<file path="config.mk">
export PLATFORM = sky130hd
export DESIGN_NAME = uart_rx_param
export DESIGN_NICKNAME = d
export VERILOG_FILES = /design/src/rtl/uart_pkg.sv /design/src/rtl/uart_rx_sync.sv /design/src/rtl/uart_rx_param.sv
export SDC_FILE = /design/constraint.sdc
export NUM_CORES = 1
export LEC_CHECK = 0
export BUFFER_PORTS_ARGS = -buffer_cell sky130_fd_sc_hd__buf_4
export CAP_MARGIN = 20
export CORE_MARGIN = 8
export CORE_UTILIZATION = 38
export CTS_BUF_LIST = sky130_fd_sc_hd__clkbuf_2 sky130_fd_sc_hd__clkbuf_4 sky130_fd_sc_hd__clkbuf_8
export CTS_CLUSTER_SIZE = 24
export DETAILED_ROUTE_END_ITERATION = 8
export GPL_TIMING_DRIVEN = 0
export MAX_ROUTING_LAYER = met4
export PLACE_DENSITY = 0.55
export SYNTH_ARGS = -nofsm -noshare
export SYNTH_HDL_FRONTEND = slang
export SYNTH_SLANG_ARGS = --single-unit
</file>
<file path="constraint.sdc">
create_clock -name clk -period 1.95 [get_ports clk]
set_input_delay 0.195 -clock clk [delete_from_list [all_inputs] [get_ports clk]]
set_output_delay 0.195 -clock clk [all_outputs]
set_load 0.03 [all_outputs]
</file>
<file path="src/rtl/uart_pkg.sv">
// Shared UART definitions: receiver state encoding, parity selectors and the
// parity helper used by both the receiver and the transmitter.
package uart_pkg;

    typedef enum logic [2:0] {
        IDLE   = 3'd0,
        START  = 3'd1,
        DATA   = 3'd2,
        PARITY = 3'd3,
        STOP   = 3'd4,
        BREAK  = 3'd5
    } rx_state_t;

    localparam logic PAR_EVEN = 1'b0;
    localparam logic PAR_ODD  = 1'b1;

    localparam int unsigned MAX_DATA_BITS = 9;

    // Returns the parity bit a correct frame carries for the given data word.
    function automatic logic calc_parity(input logic [MAX_DATA_BITS-1:0] data,
                                         input logic                     odd);
        return (^data) ^ odd;
    endfunction

endpackage

</file>
<file path="src/rtl/uart_rx_sync.sv">
// RX input synchroniser and falling-edge detector; every stage idles high so
// leaving reset never looks like a start edge.
module uart_rx_sync #(
    parameter int unsigned SYNC_STAGES = 2
) (
    input  logic clk,
    input  logic rst,
    input  logic rx,
    output logic rxs,
    output logic fall
);

    logic [SYNC_STAGES-1:0] sync_q;
    logic                   rxs_prev;

    always_ff @(posedge clk) begin
        if (rst) begin
            sync_q   <= '1;
            rxs_prev <= 1'b1;
        end else begin
            sync_q   <= {sync_q[SYNC_STAGES-2:0], rx};
            rxs_prev <= sync_q[SYNC_STAGES-1];
        end
    end

    assign rxs  = sync_q[SYNC_STAGES-1];
    assign fall = rxs_prev & ~rxs;

endmodule

</file>
<file path="src/rtl/uart_rx_param.sv">
// Parametrised UART receiver: glitch-filtered start detection, optional parity,
// stop-bit checking, overrun flag and the sticky rdy/clr_rdy handshake.
module uart_rx_param
    import uart_pkg::*;
#(
    parameter int unsigned DATA_BITS   = 8,
    parameter int unsigned BAUD_DIV    = 100,
    parameter int unsigned PARITY_EN   = 0,
    parameter int unsigned PARITY_ODD  = 0,
    parameter int unsigned SYNC_STAGES = 2
) (
    input  logic                 clk,
    input  logic                 rst,
    input  logic                 RX,
    input  logic                 clr_rdy,
    output logic                 rdy,
    output logic [DATA_BITS-1:0] rx_data,
    output logic                 parity_err,
    output logic                 frame_err,
    output logic                 overrun,
    output logic                 busy
);

    localparam int unsigned BW = $clog2(BAUD_DIV);
    localparam int unsigned CW = $clog2(DATA_BITS + 1);

    localparam logic [BW-1:0] HALF_LAST = BW'(BAUD_DIV / 2 - 1);
    localparam logic [BW-1:0] BIT_LAST  = BW'(BAUD_DIV - 1);
    localparam logic [CW-1:0] LAST_BIT  = CW'(DATA_BITS - 1);
    localparam logic          PAR_SEL   = (PARITY_ODD != 0) ? PAR_ODD : PAR_EVEN;

    rx_state_t              state;
    logic [BW-1:0]          baud_cnt;
    logic [CW-1:0]          bit_cnt;
    logic [DATA_BITS-1:0]   shift_reg;
    logic                   perr;
    logic                   rxs;
    logic                   fall;
    logic                   mid_bit;

    uart_rx_sync #(
        .SYNC_STAGES(SYNC_STAGES)
    ) u_sync (
        .clk (clk),
        .rst (rst),
        .rx  (RX),
        .rxs (rxs),
        .fall(fall)
    );

    assign mid_bit = (baud_cnt == BIT_LAST);

    always_ff @(posedge clk) begin
        if (rst) begin
            state      <= IDLE;
            baud_cnt   <= '0;
            bit_cnt    <= '0;
            shift_reg  <= '0;
            perr       <= 1'b0;
            rx_data    <= '0;
            rdy        <= 1'b0;
            parity_err <= 1'b0;
            frame_err  <= 1'b0;
            overrun    <= 1'b0;
            busy       <= 1'b0;
        end else begin
            if (clr_rdy && rdy) begin
                rdy        <= 1'b0;
                parity_err <= 1'b0;
                frame_err  <= 1'b0;
                overrun    <= 1'b0;
            end

            case (state)
                IDLE: begin
                    if (fall) begin
                        state    <= START;
                        baud_cnt <= '0;
                        bit_cnt  <= '0;
                        perr     <= 1'b0;
                        busy     <= 1'b1;
                    end
                end

                START: begin
                    if (baud_cnt == HALF_LAST) begin
                        baud_cnt <= '0;
                        if (rxs) begin
                            state <= IDLE;
                            busy  <= 1'b0;
                        end else begin
                            state <= DATA;
                        end
                    end else begin
                        baud_cnt <= baud_cnt + 1'b1;
                    end
                end

                DATA: begin
                    if (mid_bit) begin
                        baud_cnt  <= '0;
                        shift_reg <= {rxs, shift_reg[DATA_BITS-1:1]};
                        bit_cnt   <= bit_cnt + 1'b1;
                        if (bit_cnt == LAST_BIT) begin
                            state <= (PARITY_EN != 0) ? PARITY : STOP;
                        end
                    end else begin
                        baud_cnt <= baud_cnt + 1'b1;
                    end
                end

                PARITY: begin
                    if (mid_bit) begin
                        baud_cnt <= '0;
                        perr     <= (rxs != calc_parity(MAX_DATA_BITS'(shift_reg), PAR_SEL));
                        state    <= STOP;
                    end else begin
                        baud_cnt <= baud_cnt + 1'b1;
                    end
                end

                STOP: begin
                    // Completion is written after the clear above so it wins a same-cycle clr_rdy.
                    if (mid_bit) begin
                        baud_cnt   <= '0;
                        rx_data    <= shift_reg;
                        rdy        <= 1'b1;
                        parity_err <= perr;
                        frame_err  <= ~rxs;
                        overrun    <= ~clr_rdy & (overrun | rdy);
                        if (rxs) begin
                            state <= IDLE;
                            busy  <= 1'b0;
                        end else begin
                            state <= BREAK;
                        end
                    end else begin
                        baud_cnt <= baud_cnt + 1'b1;
                    end
                end

                BREAK: begin
                    if (rxs) begin
                        state <= IDLE;
                        busy  <= 1'b0;
                    end
                end

                default: begin
                    state <= IDLE;
                    busy  <= 1'b0;
                end
            endcase
        end
    end

endmodule

</file>
==> metrics.md <==
| Metric | Value |
|---|---|
| Status | finished clean |
| Capturing instance or port of the critical path | rx_data[0] |
| Final slew viol count | 0 |
| Max_slew headroom | 0.604 |
| Setup violations, final | 0 |
| Placed cell areas | 2240 µm² |
| Most frequent cell after synthesis | sky130_fd_sc_hd__dfxtp_1 |
| Site row count | 26 |
| Final instance area | 2350 µm² |
| Post-synthesis instance area | 2040 µm² |
| Crit-path max FO | 10 |
| Worst VDD drop | 476 µV |
| Post-Route Setup TNS | 0 ns |
| Count of hold-fix buffers inserted at cts | 0 |
| Vias post-DR | 1,622 |
| Area of the multi-input gates | 1150 µm² |
| Highest metal layer with signal wires | met4 |
| Area occupied by registers | 782 µm² |
| Leading post-synthesis cells by instance count | 39 x sky130_fd_sc_hd__dfxtp_1, 21 x sky130_fd_sc_hd__nor2_1, 16 x sky130_fd_sc_hd__mux2i_1 |
| Input/output buffers | 16 |
| Met2 WL post-DR | 1.95 mm |
| Met3 routed wirelength | 174 µm |
| Clock root buffer | sky130_fd_sc_hd__clkbuf_8 |
| Initial DRC Count | 84 |
| Diode count | 0 |
| NumNets Final | 242 |
| First-pass iteration count of the detailed router | 4 |
| Share of the yosys chip area belonging to registers | 0.383 |
| Max Clk Rate | 0.552 GHz |
| Area share of the largest cell type after synthesis | 0.383 |
| Reported net switching power | 0.763 mW |
| Final period demand of the worst path | 1.81 ns |
| Detail Route Antenna Nets | 0 |
| Design internal power | 1.36 mW |
| Number of flops mapped to enable cells by yosys | 0 |
| Chip Width | 89.2 µm |
| Number of synthesis warnings | 0 |
| Estimated wirelength of the detail-placed design | 3.27 mm |
| TritonCTS clock tree | yes |
| Largest net degree at the start of global routing | 13 |
| Top_reg_cell synth | sky130_fd_sc_hd__dfxtp_1 |
| Worst setup path startpoint | baud_cnt[1] |
| Max-cap violation count | 0 |
| Total Die Area | 7960 µm² |
| Number of distinct library cells after synthesis | 57 |
| Initial Util | 0.396 |
| Number of levels the H-tree was split into | 2 |
| Asr flop ratio synth | 0 |
| Relative area change from synthesis to final layout | 15.3% |
| Number of buffers added by the clock tree synthesis step | 5 |
| Post-CTS setup-driven buffer insertion count | 0 |
| Placeable core region | 5140 µm² |
| Count of mapped cells out of synthesis | 212 |
| Fin. Hold Viols | 0 |
| GP Congestion | 0.792 |
| Number of clock sinks | 39 |
| Largest area contributor in the synthesized netlist | sky130_fd_sc_hd__dfxtp_1 |
| Post-Syn Nets | 219 |
| Metal1 wirelength | 2.41 mm |
| Sum of routed wire length over all layers | 4.61 mm |
| Slew @ Worst Pin | 0.594 ns |
| Final clock period utilization by the worst path | 0.929 |
| Initial antenna violation count | 0 |
| Reg clk slew, reported paths | 0.08 ns |
| Die boundary height | 89.2 µm |
| R2R depth | 8 |
| Remaining DRCs | 0 |
| Vias in the first global route | 1,549 |
| Clock Path Buffers | 2 |
| Power density cells | 904 nW/µm² |
| Clock Power Share | 0.261 |
| Synthesized area divided by synthesized cell count | 9.61 µm² |
| Endpoint required time on the critical path | 2.11 ns |
| # IOs | 17 |
| RSZ-0062 raised after global routing | no |
| Routed length per instance | 15.1 µm |
| Final global-route overflow total | 0 |
| Reg2Reg Capture Point | rx_data[0] |
| Fillers | 539 |
| Via density | 5.30 |
| Share of total power in sequential cells | 0.426 |
| Comb power frac | 0.313 |
| Start of the worst register-to-register path | baud_cnt[1] |
| Worst path arrival time | 1.98 ns |
| Static Leak | 0.870 nW |
| Clock skew | 0.00978 ns |
| Post-layout power | 2.12 mW |
| Critical path start-end classification | register to register |
| Element type at the critical path start | register |
| Path class of the lowest-slack min-delay path | input pin to register |
| Later-pin clock latency in the skew report | 0.29 ns |
| Share of total power consumed by net switching | 0.360 |
| Cells taking the most area after synthesis | sky130_fd_sc_hd__dfxtp_1 38%, sky130_fd_sc_hd__mux2i_1 7.9%, sky130_fd_sc_hd__nor2_1 3.9% |
| Synthesized flop and latch total | 39 |
| Layout cells sized above 1 | 0.237 |
| Element type at the critical path end | register |
| GRT Util Overall | 0.126 |
| Global-route wire length before repair | 7.58 mm |
| Resized Gates After CTS | 0 |
| Register-to-register setup slack | 0.14 ns |
-- layer usage --
| metal | track usage | vias up |
|---|---|---|
| li1 | - | 840 |
| met2 | 0.177 | 21 |
| met1 | 0.173 | 754 |
| met5 | - | - |
| met3 | 0.0276 | 7 |
| met4 | 0.0438 | 0 |
-- kinds of logic (layout without fill, tap and decap cells) --
kind of cell / Yosys count / after routing / synth area share
AND/OR/NAND/NOR: 72 / 72 / 0.205
AO/OA/AOI/OAI: 54 / 54 / 0.214
flip-flops: 39 / 39 / 0.383
buffers and inverters: 20 / 44 / 0.0577
multiplexers: 17 / 17 / 0.0842
XOR/XNOR: 7 / 7 / 0.0369
adder cells (fa/ha/maj): 3 / 3 / 0.0184
-- per-stage QoR --
step	hold WS (ns)	setup WS, ns	cells	util
floorplan	0.299	0.259	212	-
global placement	0.384	0.0579	298	0.437
detailed placement	0.384	0.0650	298	0.437
CTS	0.0788	0.0565	306	0.454
global route	0.0754	0.0111	306	0.457
finish	0.0848	0.139	306	0.457
-- cell usage in the layout, fill, tap and decap left out, drive strengths merged, types with 5 or more instances in the layout --
cell type and n:
buf 26, mux2i 16, a21oi 11, o21ai 8, a31oi 5, dfxtp 39, nor2 23, or2 5
nand2 9, nor3b 5, clkbuf 10, xnor2 6, inv 6, o31ai 5
-- power groups by stage --
stage | logic, mW | clock network (mW) | registers, mW
3_5_place_dp | 0.638 | 0 | 0.918
5_1_grt | 0.733 | 0.612 | 0.909
4_1_cts | 0.644 | 0.577 | 0.901
6_report | 0.664 | 0.554 | 0.903
3_3_place_gp | 0.641 | 0 | 0.919
2_1_floorplan | 0.497 | 0 | 0.909
-- how the worst min path moves through the flow --
| stage | from | to | slack, ns | cells past startpoint |
|---|---|---|---|---|
| floorplan | RX | u_sync.sync_q[0] | 0.30 | 1 |
| global placement | RX | u_sync.sync_q[0] | 0.38 | 2 |
| detailed placement | RX | u_sync.sync_q[0] | 0.38 | 2 |
| CTS | RX | u_sync.sync_q[0] | 0.08 | 2 |
| global route | RX | u_sync.sync_q[0] | 0.08 | 2 |
| finish | RX | u_sync.sync_q[0] | 0.08 | 2 |
-- critical path: stages, from the launching register on --
cell	delay, ns
sky130_fd_sc_hd__dfxtp_1	0.37
sky130_fd_sc_hd__ha_2	0.24
sky130_fd_sc_hd__and4b_1	0.22
sky130_fd_sc_hd__buf_6	0.13
sky130_fd_sc_hd__and3_2	0.16
sky130_fd_sc_hd__buf_2	0.14
sky130_fd_sc_hd__buf_6	0.18
sky130_fd_sc_hd__mux2i_1	0.21
sky130_fd_sc_hd__nor2_1	0.05
-- final cells by class --
type	count	area share
inverters	6	0.00959
well taps	70	0.0373
plain buffers	14	0.0405
clock inverters	2	0.00533
clock buffers	6	0.0325
flip-flops and latches	39	0.333
repair buffers	16	0.0511
multi-input cells	153	0.491
No activity file was read; power rests on OpenSTA's default activity.
